<file path="src/rtl/rf_pkg.sv">
// Shared defaults and types for the multi-port register file with busy scoreboard.
package rf_pkg;

  localparam int unsigned RF_XLEN  = 32;
  localparam int unsigned RF_NREGS = 32;
  localparam int unsigned RF_AW    = $clog2(RF_NREGS);

  typedef logic [RF_AW-1:0]   reg_addr_t;
  typedef logic [RF_XLEN-1:0] xdata_t;

  localparam reg_addr_t REG_ZERO = '0;

endpackage

</file>
<file path="src/rtl/rf_wr_resolve.sv">
// Priority resolver: finds the highest-index enabled write port hitting one target address.
module rf_wr_resolve
  import rf_pkg::*;
#(
  parameter int unsigned XLEN = RF_XLEN,
  parameter int unsigned AW   = RF_AW,
  parameter int unsigned NWR  = 2
) (
  input  logic [AW-1:0]            addr,
  input  logic [NWR-1:0]           wr_en,
  input  logic [NWR-1:0][AW-1:0]   wr_addr,
  input  logic [NWR-1:0][XLEN-1:0] wr_data,
  output logic                     hit_c,
  output logic [XLEN-1:0]          data_c
);

  // Later ports overwrite earlier matches, so the highest index wins; x0 never hits.
  always_comb begin
    hit_c  = 1'b0;
    data_c = '0;
    for (int unsigned p = 0; p < NWR; p++) begin
      if (wr_en[p] && (wr_addr[p] == addr) && (addr != AW'(REG_ZERO))) begin
        hit_c  = 1'b1;
        data_c = wr_data[p];
      end
    end
  end

endmodule

</file>
<file path="src/rtl/regfile_mp_sb.sv">
// Multi-port integer register file with write-through bypass and a per-register busy scoreboard.
module regfile_mp_sb
  import rf_pkg::*;
#(
  parameter int unsigned XLEN  = RF_XLEN,
  parameter int unsigned NREGS = RF_NREGS,
  parameter int unsigned NRD   = 4,
  parameter int unsigned NWR   = 2,
  parameter int unsigned AW    = $clog2(NREGS)
) (
  input  logic                     clk,
  input  logic                     reset,
  input  logic [NRD-1:0][AW-1:0]   rd_addr,
  output logic [NRD-1:0][XLEN-1:0] rd_data,
  output logic [NRD-1:0]           rd_busy,
  input  logic [NWR-1:0]           wr_en,
  input  logic [NWR-1:0][AW-1:0]   wr_addr,
  input  logic [NWR-1:0][XLEN-1:0] wr_data,
  input  logic                     iss_en,
  input  logic [AW-1:0]            iss_addr,
  input  logic                     flush,
  output logic [AW:0]              busy_cnt
);

  localparam int unsigned CW = AW + 1;

  logic [NREGS-1:0][XLEN-1:0] regs;
  logic [NREGS-1:0]           busy;
  logic [NREGS-1:0]           busy_nxt;
  logic [CW-1:0]              cnt_nxt;
  logic [NREGS-1:0]           w_hit;
  logic [NREGS-1:0][XLEN-1:0] w_data;
  logic [NRD-1:0]             rd_hit;
  logic [NRD-1:0][XLEN-1:0]   rd_byp;

  // Storage write decode: one resolver per architectural register.
  for (genvar r = 0; r < NREGS; r++) begin : g_wdec
    rf_wr_resolve #(.XLEN(XLEN), .AW(AW), .NWR(NWR)) u_wres (
      .addr    (AW'(r)),
      .wr_en   (wr_en),
      .wr_addr (wr_addr),
      .wr_data (wr_data),
      .hit_c   (w_hit[r]),
      .data_c  (w_data[r])
    );
  end

  always_ff @(posedge clk) begin
    if (reset) begin
      regs <= '0;
    end else begin
      for (int unsigned r = 0; r < NREGS; r++) begin
        if (w_hit[r]) regs[r] <= w_data[r];
      end
    end
  end

  // Scoreboard next state: flush > issue > write-back > hold; count tracks set/clear deltas.
  always_comb begin
    busy_nxt = busy;
    cnt_nxt  = busy_cnt;
    for (int unsigned r = 1; r < NREGS; r++) begin
      if (flush)                                  busy_nxt[r] = 1'b0;
      else if (iss_en && (iss_addr == AW'(r)))    busy_nxt[r] = 1'b1;
      else if (w_hit[r])                          busy_nxt[r] = 1'b0;
    end
    busy_nxt[0] = 1'b0;
    for (int unsigned r = 1; r < NREGS; r++) begin
      if (busy_nxt[r] && !busy[r])      cnt_nxt = cnt_nxt + CW'(1);
      else if (!busy_nxt[r] && busy[r]) cnt_nxt = cnt_nxt - CW'(1);
    end
    if (flush) cnt_nxt = '0;
  end

  always_ff @(posedge clk) begin
    if (reset) begin
      busy     <= '0;
      busy_cnt <= '0;
    end else begin
      busy     <= busy_nxt;
      busy_cnt <= cnt_nxt;
    end
  end

  // Read ports: same-cycle write-through, busy shows clears but not a new issue.
  for (genvar i = 0; i < NRD; i++) begin : g_rd
    rf_wr_resolve #(.XLEN(XLEN), .AW(AW), .NWR(NWR)) u_byp (
      .addr    (rd_addr[i]),
      .wr_en   (wr_en),
      .wr_addr (wr_addr),
      .wr_data (wr_data),
      .hit_c   (rd_hit[i]),
      .data_c  (rd_byp[i])
    );

    assign rd_data[i] = (reset || (rd_addr[i] == AW'(REG_ZERO))) ? '0 :
                        rd_hit[i] ? rd_byp[i] : regs[rd_addr[i]];
    assign rd_busy[i] = (reset || (rd_addr[i] == AW'(REG_ZERO)) || rd_hit[i] || flush) ? 1'b0 :
                        busy[rd_addr[i]];
  end

endmodule
</file>
<file path="config.mk">
export PLATFORM = sky130hd
export DESIGN_NAME = regfile_mp_sb
export DESIGN_NICKNAME = d
export VERILOG_FILES = /design/src/rtl/rf_pkg.sv /design/src/rtl/rf_wr_resolve.sv /design/src/rtl/regfile_mp_sb.sv
export SDC_FILE = /design/constraint.sdc
export NUM_CORES = 2
export LEC_CHECK = 0
export CAP_MARGIN = 20
export CORE_ASPECT_RATIO = 0.7
export CORE_MARGIN = 4
export CORE_UTILIZATION = 40
export DETAILED_ROUTE_END_ITERATION = 16
export SKIP_LAST_GASP = 1
export SYNTH_ARGS = -nofsm -noshare
export SYNTH_HDL_FRONTEND = slang
export SYNTH_SLANG_ARGS = --single-unit
</file>
<file path="constraint.sdc">
create_clock -name clk -period 83.4 [get_ports clk]
set_input_delay 25.02 -clock clk [delete_from_list [all_inputs] [get_ports clk]]
set_output_delay 25.02 -clock clk [all_outputs]
set_load 0.02 [all_outputs]
</file>
==> metrics.yaml <==
status: "finished, final reports clean"
drtIter0Drc: 14789
r2r_cells: 135
synth_xor_area_share_pct: 2.84
ir_worst_vdd_uv: 16.7
dieArea_um2: 234000
drv_slew: 0
clock_latency_ps: 800
fmax_mhz: 17.7
synth-seq-cells: 1029
track_usage_pct: 35.2
synth_area_leader_cell: "mux4_2"
drtAntennaViolNets: 0
crit_fanout: 13
fin_skew_ps: 31.9
cpMostUsedCell: "ha_1"
synth_adder_area_share_pct: 0.878
hold_buffers: 0
regToRegEndpoint: "busy_cnt[5]"
p_leak_nw: 33.0
synth_most_common_cell: "nor2_1"
drc: 0
areaGrowthSynthToFinish_pct: 8.94
setup_tns_ps: 0
synthMuxAreaShare_pct: 39.0
cts_sinks: 1029
seq_area_frac_synth_pct: 22.8
port_buffers: 242
finalCritPeriodShare_pct: 67.9
numCtsBuffers: 112
total_power_w: 0.00143
start_util_pct: 40.4
regToRegSetupSlack_ps: 51360
cts_buffer_depth: 3
synth_compound_area_share_pct: 15.6
yosys_warnings: 0
wl_per_cell_um: 35.5
grt_max_degree: 164
worst-slew-pin-transition_ps: 1260
endpoint: "busy_cnt[5]"
vias: 88503
dr.pass1.iters: 8
synth_top_area_share_pct: 27.3
slowest_stage: "clkdlybuf4s50_1"
cts_tree: "done"
end_kind: "register"
vias_per_cell: 7.37
grt_pass1_wl_um: 608000
cts_resized: 0
setup_viol: 0
critPathArrivalTime_ps: 57330
synthesis.nets: 9695
grt_pass1_vias: 83114
final_util_pct: 44.0
gr-total-overflow: 0
antenna_found_initial: 10
fp-row-count: 145
max_cap_violations: 0
yosys.area_share.simple_pct: 13.3
nets: 9057
path_clk_slew_ps: 70
fillers: 21059
maxSlewHeadroom_pct: 16.0
synthCells: 9529
fin_crit_ps: 56640
hold_viol: 0
synth.distinct_cells: 95
crit_type: "input pin to register"
synth_common_cells: "1,409 x nor2_1, 1,097 x mux4_2, 1,029 x dfxtp_1, 978 x clkbuf_1, 896 x mux2i_1"
cts_setup_buffers: 0
dieWidth_um: 576
cts-root-buf: "clkbuf_16"
synth_top_family_by_area: "multiplexers"
async_reset_ff_share_pct: 0
hpwl_um: 250000
coreArea_um2: 224000
cp-startpoint: "wr_addr[1]"
crit_path_max_incr_delay_ps: 930
syn_area_per_cell_um2: 9.48
critPathLaunchType: "input pin"
required_ps: 84100
powerDensity_nw_per_um2: 14.5
htreeDepth: 3
synth_edf_count: 0
hp-class: "register to register"
fp.dieH_um: 406
ys_top_cells_by_area: "mux4_2 27%, dfxtp_1 23%, mux2i_1 9.9%"
rsz0062_at_grt: "no"
finalWirelength_um: 427000
ioPinCount: 243
drive_gt1_share_pct: 21.1
reg2reg_from: "busy[1]"
synthFlopType: "dfxtp_1"
finalWeightedCongestion: 0.949
syn_area_um2: 90300
-- layout make-up --
type	count	area (um2)	share of cell area, %
Antenna cell	11	27.5	0.0280
Clock buffer	144	3140	3.19
Clock inverter	68	800	0.812
Inverter	84	315	0.320
Multi-Input combinational cell	7157	65300	66.3
Sequential cell	1029	20600	20.9
Tap cell	3013	3770	3.83
Timing Repair Buffer	507	4510	4.58
-- worst min-delay path by stage --
stage               slack [ps]      start  depth (start not counted)         to
floorplan                  480  regs[116]                          2  regs[116]
global placement           500   regs[97]                          2   regs[97]
detailed placement         500  regs[118]                          2  regs[118]
CTS                        520  regs[351]                          2  regs[351]
global route               550  regs[528]                          2  regs[528]
finish                     520  regs[351]                          2  regs[351]
-- sequential cells by signal, summed over array words and instances, names as in the netlist --
register,flops
busy_cnt,6
regs,992
busy,31
-- cells by family after synthesis --
logic type / after synthesis
AND/OR/NAND/NOR: 2806
multiplexers: 2134
AO/OA/AOI/OAI: 1913
buffers and inverters: 1343
flip-flops: 1029
XOR/XNOR: 240
adder cells (fa/ha/maj): 64
-- per-layer routing --
metal / routed length, um / share of wire [%] / GRT usage, % / vias to the layer above
li1: - / - / - / 35345
met1: 158000 / 37 / 46.3 / 43534
met2: 171000 / 40 / 48.6 / 7926
met3: 69000 / 16 / 14.3 / 1690
met4: 28500 / 6.7 / 19.8 / 8
met5: 42 / 0.0098 / 0.227 / -
-- cell usage in the layout (no fill, tap or decap), types with 61 or more instances in the layout --
| cell | count |
|---|---|
| nor2_1 | 1392 |
| mux4_2 | 1097 |
| dfxtp_1 | 1029 |
| mux2i_1 | 896 |
| a211oi_1 | 778 |
| nand2_1 | 590 |
| nand3_1 | 430 |
| a311oi_1 | 353 |
| buf_4 | 265 |
| a21oi_1 | 237 |
| clkdlybuf4s50_1 | 219 |
| o21ai_0 | 171 |
| mux2_2 | 139 |
| xnor2_1 | 131 |
| a22o_1 | 122 |
| clkbuf_16 | 113 |
| nor3_1 | 83 |
| inv_1 | 78 |
| xor2_1 | 72 |
| ha_1 | 61 |
-- critical path: cells and delay by family --
family / cells / cell delay [ps]
simple gates: 48 / 10030
fa+ha+maj: 29 / 9620
compound gates: 41 / 8630
buf+inv: 10 / 1990
mux: 7 / 1660
xor+xnor: 1 / 290
-- report_power, final --
part	internal [W]	switching [W]	leakage, nW	total (W)
clock network	0.000311	0.000248	1.93	0.000559
logic	0.000127	0.000229	22.7	0.000357
registers	0.000501	0.0000134	8.32	0.000515
-- per-stage QoR --
step	hold slack, ps	std cells	cell area [um2]	worst slack, ps
after floorplan	484	9529	90300	29900
final	519	12013	98400	26760
after global routing	547	12002	98400	24610
after global placement	500	11789	94400	27310
after CTS	518	12001	98400	27290
after detailed placement	503	11789	94400	26690
Power figures use the tool's default switching activity.
